$ cat src/rtl/alu_exec_stage.sv
// Execute stage that registers ALU operands and waits an opcode-dependent latency
// before capturing the downstream ALU result. DIV by zero completes immediately.
module alu_exec_stage #(
    parameter int MULT_CYCLES = 4,
    parameter int DIV_CYCLES  = 8
) (
    input  logic        iClk,
    input  logic        iReset,
    input  logic        iStart,
    input  logic [31:0] iA,
    input  logic [31:0] iB,
    input  logic [3:0]  iControlSignal,
    input  logic [31:0] iALUresult,
    output logic [31:0] oOperandA,
    output logic [31:0] oOperandB,
    output logic [3:0]  oALUControl,
    output logic [31:0] oALUOut,
    output logic        oZero,
    output logic        oDivByZero,
    output logic        oBusy,
    output logic        oDone
);

    typedef enum logic [1:0] {
        IDLE,
        EXEC,
        DONE
    } state_t;

    localparam logic [3:0] OP_MULT  = 4'b0111;
    localparam logic [3:0] OP_DIV   = 4'b1000;
    localparam logic [3:0] MULT_LAT = 4'(MULT_CYCLES);
    localparam logic [3:0] DIV_LAT  = 4'(DIV_CYCLES);

    state_t      state_q, state_d;
    logic [3:0]  count_q, count_d;
    logic [31:0] operand_a_q, operand_a_d;
    logic [31:0] operand_b_q, operand_b_d;
    logic [3:0]  alu_ctrl_q, alu_ctrl_d;
    logic [31:0] alu_out_q, alu_out_d;
    logic        zero_q, zero_d;
    logic        div_zero_q, div_zero_d;

    function automatic logic [3:0] op_latency(input logic [3:0] op);
        case (op)
            OP_MULT: op_latency = MULT_LAT;
            OP_DIV:  op_latency = DIV_LAT;
            default: op_latency = 4'd1;
        endcase
    endfunction

    always_comb begin
        state_d     = state_q;
        count_d     = count_q;
        operand_a_d = operand_a_q;
        operand_b_d = operand_b_q;
        alu_ctrl_d  = alu_ctrl_q;
        alu_out_d   = alu_out_q;
        zero_d      = zero_q;
        div_zero_d  = div_zero_q;

        case (state_q)
            IDLE: begin
                if (iStart) begin
                    operand_a_d = iA;
                    operand_b_d = iB;
                    alu_ctrl_d  = iControlSignal;
                    count_d     = op_latency(iControlSignal);
                    // Divide by zero never reaches the ALU; the result is forced here.
                    if (iControlSignal == OP_DIV && iB == 32'd0) begin
                        alu_out_d  = 32'd0;
                        zero_d     = 1'b1;
                        div_zero_d = 1'b1;
                        count_d    = 4'd0;
                        state_d    = DONE;
                    end else begin
                        state_d = EXEC;
                    end
                end
            end
            EXEC: begin
                if (count_q != 4'd1) begin
                    count_d = count_q - 4'd1;
                end else begin
                    alu_out_d  = iALUresult;
                    zero_d     = (iALUresult == 32'd0);
                    div_zero_d = 1'b0;
                    count_d    = 4'd0;
                    state_d    = DONE;
                end
            end
            DONE: begin
                state_d = IDLE;
            end
            default: begin
                state_d = IDLE;
            end
        endcase
    end

    always_ff @(posedge iClk or posedge iReset) begin
        if (iReset) begin
            state_q     <= IDLE;
            count_q     <= 4'd0;
            operand_a_q <= 32'd0;
            operand_b_q <= 32'd0;
            alu_ctrl_q  <= 4'd0;
            alu_out_q   <= 32'd0;
            zero_q      <= 1'b0;
            div_zero_q  <= 1'b0;
        end else begin
            state_q     <= state_d;
            count_q     <= count_d;
            operand_a_q <= operand_a_d;
            operand_b_q <= operand_b_d;
            alu_ctrl_q  <= alu_ctrl_d;
            alu_out_q   <= alu_out_d;
            zero_q      <= zero_d;
            div_zero_q  <= div_zero_d;
        end
    end

    assign oOperandA   = operand_a_q;
    assign oOperandB   = operand_b_q;
    assign oALUControl = alu_ctrl_q;
    assign oALUOut     = alu_out_q;
    assign oZero       = zero_q;
    assign oDivByZero  = div_zero_q;
    assign oBusy       = (state_q == EXEC);
    assign oDone       = (state_q == DONE);

endmodule

$ cat config.mk
export PLATFORM = sky130hd
export DESIGN_NAME = alu_exec_stage
export DESIGN_NICKNAME = d
export VERILOG_FILES = /design/src/rtl/alu_exec_stage.sv
export SDC_FILE = /design/constraint.sdc
export NUM_CORES = 1
export LEC_CHECK = 0
export ABC_AREA = 1
export CAP_MARGIN = 10
export CORE_MARGIN = 5
export CORE_UTILIZATION = 42
export DETAILED_ROUTE_END_ITERATION = 6
export GPL_ROUTABILITY_DRIVEN = 0
export MAX_ROUTING_LAYER = met4
export PLACE_DENSITY_LB_ADDON = 0.08
export SLEW_MARGIN = 30
export SYNTH_ARGS = -nofsm -noshare
export SYNTH_HDL_FRONTEND = slang
export SYNTH_SLANG_ARGS = --single-unit
$ cat constraint.sdc
create_clock -name iClk -period 5 [get_ports iClk]
set_clock_uncertainty 0.05 [all_clocks]
set_input_delay 1 -clock iClk [delete_from_list [all_inputs] [get_ports iClk]]
set_output_delay 1 -clock iClk [all_outputs]
set_load 0.01 [all_outputs]
=== Word-level counts from Yosys, hierarchy flattened ===
Cells that the tools add are included.

* Word-level logic and storage cells: 45
* Flip-flop bits (word level): 108
* Output and inout bits: 104

* Add/sub/neg operators: 1
* Multiplexer cells: 19
* Equality and inequality tests: 8
* Reduce and logical (&&, ||, !) cells: 9

{| class="wikitable"
|+ Operator list
! kind !! number
|-
| 32-bit two-way mux || 3
|-
| 32-bit logical NOT || 2
|-
| 32-bit one-hot mux with 2 select lines || 1
|-
| 4-bit one-hot mux with 2 select lines || 2
|-
| 4-bit two-way mux || 3
|-
| 2-bit two-way mux || 3
|-
| 2-bit inequality test (second input constant) || 3
|-
| 2-bit AND reduction || 3
|-
| 4-bit by 3-bit == test with 1-bit output (second input constant) || 1
|-
| 4-bit == test (second input constant) || 1
|-
| 1-bit two-way mux || 4
|-
| 4-bit by 1-bit inequality test with 1-bit output (second input constant) || 1
|-
| 1-bit one-hot mux with 2 select lines || 2
|-
| 2-bit one-hot mux with 2 select lines || 1
|-
| 4-bit AND reduction || 1
|-
| 4-bit by 1-bit subtractor with 4-bit output (second input constant) || 1
|-
| 2-bit by 1-bit == test with 1-bit output (second input constant) || 1
|-
| 2-bit == test (second input constant) || 1
|-
| 2-bit logical NOT || 1
|-
| 2-bit nonzero test || 1
|-
| 1-bit logical AND || 1
|}

=== Depth between registers and ports, before layout ===
* Depth after elaboration: 5
* Mapped depth: 11
* Depth with buffers taken out: 10

=== Worst setup path after synthesis ===
No wires, ideal clock.

* Path type: input to register
* Start: in iB[31]
* End: reg alu_out_q[1], in the netlist oALUOut[1]
* Library setup time: 117 ps
* Arrival time: 1866 ps
* Setup slack: 2967 ps
* Path buffers: 1
* Cell stages on the path: 11
* Path through: nor2_1 -> nand2_1 -> nor2_1 -> nand2_1 -> nor2_2 -> nand2_2 -> nand2_4 -> nand2_4 -> buf_6 -> nand2_2 -> nand2_1

* Longest elaborated chain between the ends: 4

{| class="wikitable"
|+ Ends and longest elaborated chain
! element !! RTL line !! text
|-
| start: declaration || 11 || <nowiki>input logic [31:0] iB,</nowiki>
|-
| 32-bit logical NOT || 70 || <nowiki>if (iControlSignal == OP_DIV && iB == 32'd0) begin</nowiki>
|-
| 1-bit logical AND || 70 ||
|-
| 2-bit inequality test (no source line) || n/a ||
|-
| 4-bit AND reduction (no source line) || n/a ||
|-
| end signal: assignment || 117 || <nowiki>alu_out_q <= alu_out_d;</nowiki>
|-
| end: declaration || 40 || <nowiki>logic [31:0] alu_out_q, alu_out_d;</nowiki>
|}

No other way between the ends.
A chain may end at the register's enable or synchronous reset.

=== Final worst setup path ===
* Start: reg state_q[0]
* End: out oBusy

* Longest elaborated chain between the ends: 1

{| class="wikitable"
|+ Ends and longest elaborated chain
! element !! RTL line !! text
|-
| start: declaration || 35 || <nowiki>state_t state_q, state_d;</nowiki>
|-
| start signal: assignment || 112 || <nowiki>state_q <= state_d;</nowiki>
|-
| 2-bit by 1-bit == test with 1-bit output || 129 || <nowiki>assign oBusy = (state_q == EXEC);</nowiki>
|-
| end: declaration || 20 || <nowiki>output logic oBusy,</nowiki>
|}

No other way between the ends.

==> results.md <==
* Htree depth at 3
* Net Count, Synth at approximately 660
* Tmin final at about 2600 ps
* Worst skew pair latency at about 350 ps
* Largest net degree at the start of global routing at between 70 and 80
* Total gr overflow at 0
* Setup TNS at 0 ps
* Crit start category: register
* Port bufs at just over 200
* Critical path cell sequence: inv_2 -> nor2_2 -> clkdlybuf4s50_1
* Pwr dens at just under 600 mW/mm2
* Final hold violation count at 0
* Slew Limit Fails at 0
* Total power draw at about 4.1 mW
* Setup violations, final at 0
* Net Sw Power at about 1.5 mW
* Avg Vias per Cell at 4.74
* Area Overhead vs Synth at 51.0%
* Crit-path max cell delay at 590 ps
* Final Cycle Share at between 50% and 60%
* WHS Path Cells at 2
* Unrepaired setup endpoints after global routing: false
* Initial antenna violation count at 0
* # nets final at around 850
* Die Area at roughly 0.013 mm2
* WP buf/inv at 2
* Mapped Cells at 553
* Core Region at ~0.011 mm2
* Ratio of cells with drive above 1 in the final layout at ~5.3%
* Starting Density at 42.6%
* Clock power frac at a little over an eighth
* Vias post-DR at roughly 4200
* Routed length per instance at between 10 and 15 um
* CP Capture Type: primary output
* Initial DRC count at ~200
* All-Layer GR Usage at 20.2%
* Status: finished, final reports clean
* Register area share after synthesis at between 50 and 60%
* Top cell family by delay on the critical path: buffers and inverters
* Pleak at around 3.4 nW
* CTS tree: yes
* Crit path kind: reg2out
* Hold WC Path Type: reg2reg
* Post-route ant nets at 0
* Number of I/O pins at between 200 and 250
* Sequential Power Share at between 30 and 40%
* Crit path depth at 3
* Critical Path Slowest Stage Cell: clkdlybuf4s50_1
* Max Freq at just under 400 MHz
* # fillers at approximately 950
* Clk sinks at about 110
* Synth Cell Area at around 0.0046 mm2
* Die width at around 110 um
* Number of synthesized register bits at roughly 110
* Vert. Die Dim at 115 um
* Synthesis Warnings at 0
* Final WL at between 10 and 15 mm
* CP Max Fanout at 3
* First-pass GRT wire length at ~21 mm
* Critical Path AT at about 1500 ps
* Reg clk slew, reported paths at roughly 90 ps
* Clock buffer depth at 2
* Internal at between 2 and 3 mW
* Num rows at 38
* Detailed placer's ending HPWL at slightly below 10 mm
* # DRC at 0
* Hold Buf Count CTS at 0
* Commonest non-fill, non-tap cell in the layout: nand2_1
* Peak VDD IR at just under 0.4 mV
* Worst rel slew slack at 38.3%
* CTS root buf: clkbuf_8
* Drt pass-1 iters at 4
* Sw frac at approximately two fifths
* Vias in the first global route at ~4200
* WP data required at approximately 4000 ps
* N_diodes at 0
* Buffer count from post-CTS setup fixing at 0
* Yosys cell types at 19
* Commonest non-fill, non-tap cells in the layout: 280 x nand2_1, 206 x clkdlybuf4s50_1, 108 x dfrtp_1
* Register-to-Register Path Depth at 5
* Comb power frac at between 40% and 50%
* Num CTS Buffers at 9
* CTS resizes at 0
* Max Cap Viol at 0
* Worst slew pin tran at a little over 900 ps
* Avg Inst Size Synth at between 8 and 9 um2
[synth_stat cells]
master / n / share of area (%)
o21ai_1: 4 / 0.44
a21oi_1: 3 / 0.33
inv_1: 16 / 1.3
nor2_2: 2 / 0.27
dfrtp_1: 108 / 59
nand4_1: 36 / 4.9
ha_1: 2 / 0.54
buf_6: 3 / 0.74
nand2_2: 11 / 1.5
inv_2: 3 / 0.25
nor2_1: 47 / 3.8
o21ai_0: 3 / 0.33
clkbuf_1: 13 / 1.1
nand2_1: 280 / 23
xnor2_1: 1 / 0.19
buf_2: 11 / 1.2
nand3_1: 6 / 0.65
o22ai_1: 2 / 0.27
nand2_4: 2 / 0.49
[flip-flops by register name, indices dropped and copies added, names as in the netlist]
signal       flops
oALUOut         32
oOperandA       32
oOperandB       32
count_q          4
oALUControl      4
state_q          2
oDivByZero       1
oZero            1
[worst min-delay path, delay by kind of cell (launching register included)]
kind | cells | cell delay [ps]
flip-flops | 1 | 350
AND/OR/NAND/NOR | 2 | 110
[through the flow]
| step | hold slack, ps | setup WS, ps | util [%] | instance area (um2) | cells |
|---|---|---|---|---|---|
| floorplan | 456 | 1100 | - | 4590 | 553 |
| global placement | 403 | 2140 | 62.5 | 6740 | 877 |
| detailed placement | 407 | 2110 | 62.5 | 6750 | 877 |
| CTS | 430 | 2420 | 64.3 | 6940 | 892 |
| global route | 447 | 2330 | 64.3 | 6940 | 892 |
| finish | 427 | 2430 | 64.3 | 6940 | 892 |
[cell type report]
type,instances,area (um2),share of cell area (%)
Tap cell,140,175,2.52
Inverter,19,76.3,1.10
Multi-Input combinational cell,399,1690,24.4
Sequential cell,108,2700,39.0
Timing Repair Buffer,211,2100,30.3
Clock buffer,11,141,2.04
Clock inverter,4,50.0,0.721
[logic make-up after synthesis]
group	Yosys count	share of synthesized area [%]
buffers and inverters	46	4.55
XOR/XNOR	1	0.191
AND/OR/NAND/NOR	384	34.5
AO/OA/AOI/OAI	12	1.36
flip-flops	108	58.8
adder cells (fa/ha/maj)	2	0.545
[path summary, 6_finish.rpt]
path,from,endpoint,slack [ps]
hold / removal,oDivByZero,oDivByZero,430
min in group asynchronous,iReset,oOperandA[12],1010
hold reg to reg,oDivByZero,oDivByZero,430
setup reg to reg,count_q[0],oALUOut[5],2990
setup / recovery,state_q[0],oBusy,2430
max in group asynchronous,iReset,oOperandB[9],2990
[layer usage]
metal	track usage, %	vias to the layer above	share of wire, %
li1	-	2114	-
met1	26.5	1949	44
met2	31.7	140	47
met3	3.86	21	7.3
met4	6.73	0	1.8
met5	-	-	0
[power by group through the flow]
stage / logic (mW) / clock network (mW) / registers, mW
2_1_floorplan: 0.769 / 0 / 1.70
3_3_place_gp: 1.99 / 0 / 1.53
3_5_place_dp: 2.04 / 0 / 1.54
4_1_cts: 2.04 / 0.541 / 1.53
5_1_grt: 2.21 / 0.571 / 1.58
6_report: 2.01 / 0.526 / 1.52
No activity file was read; power rests on OpenSTA's default activity.
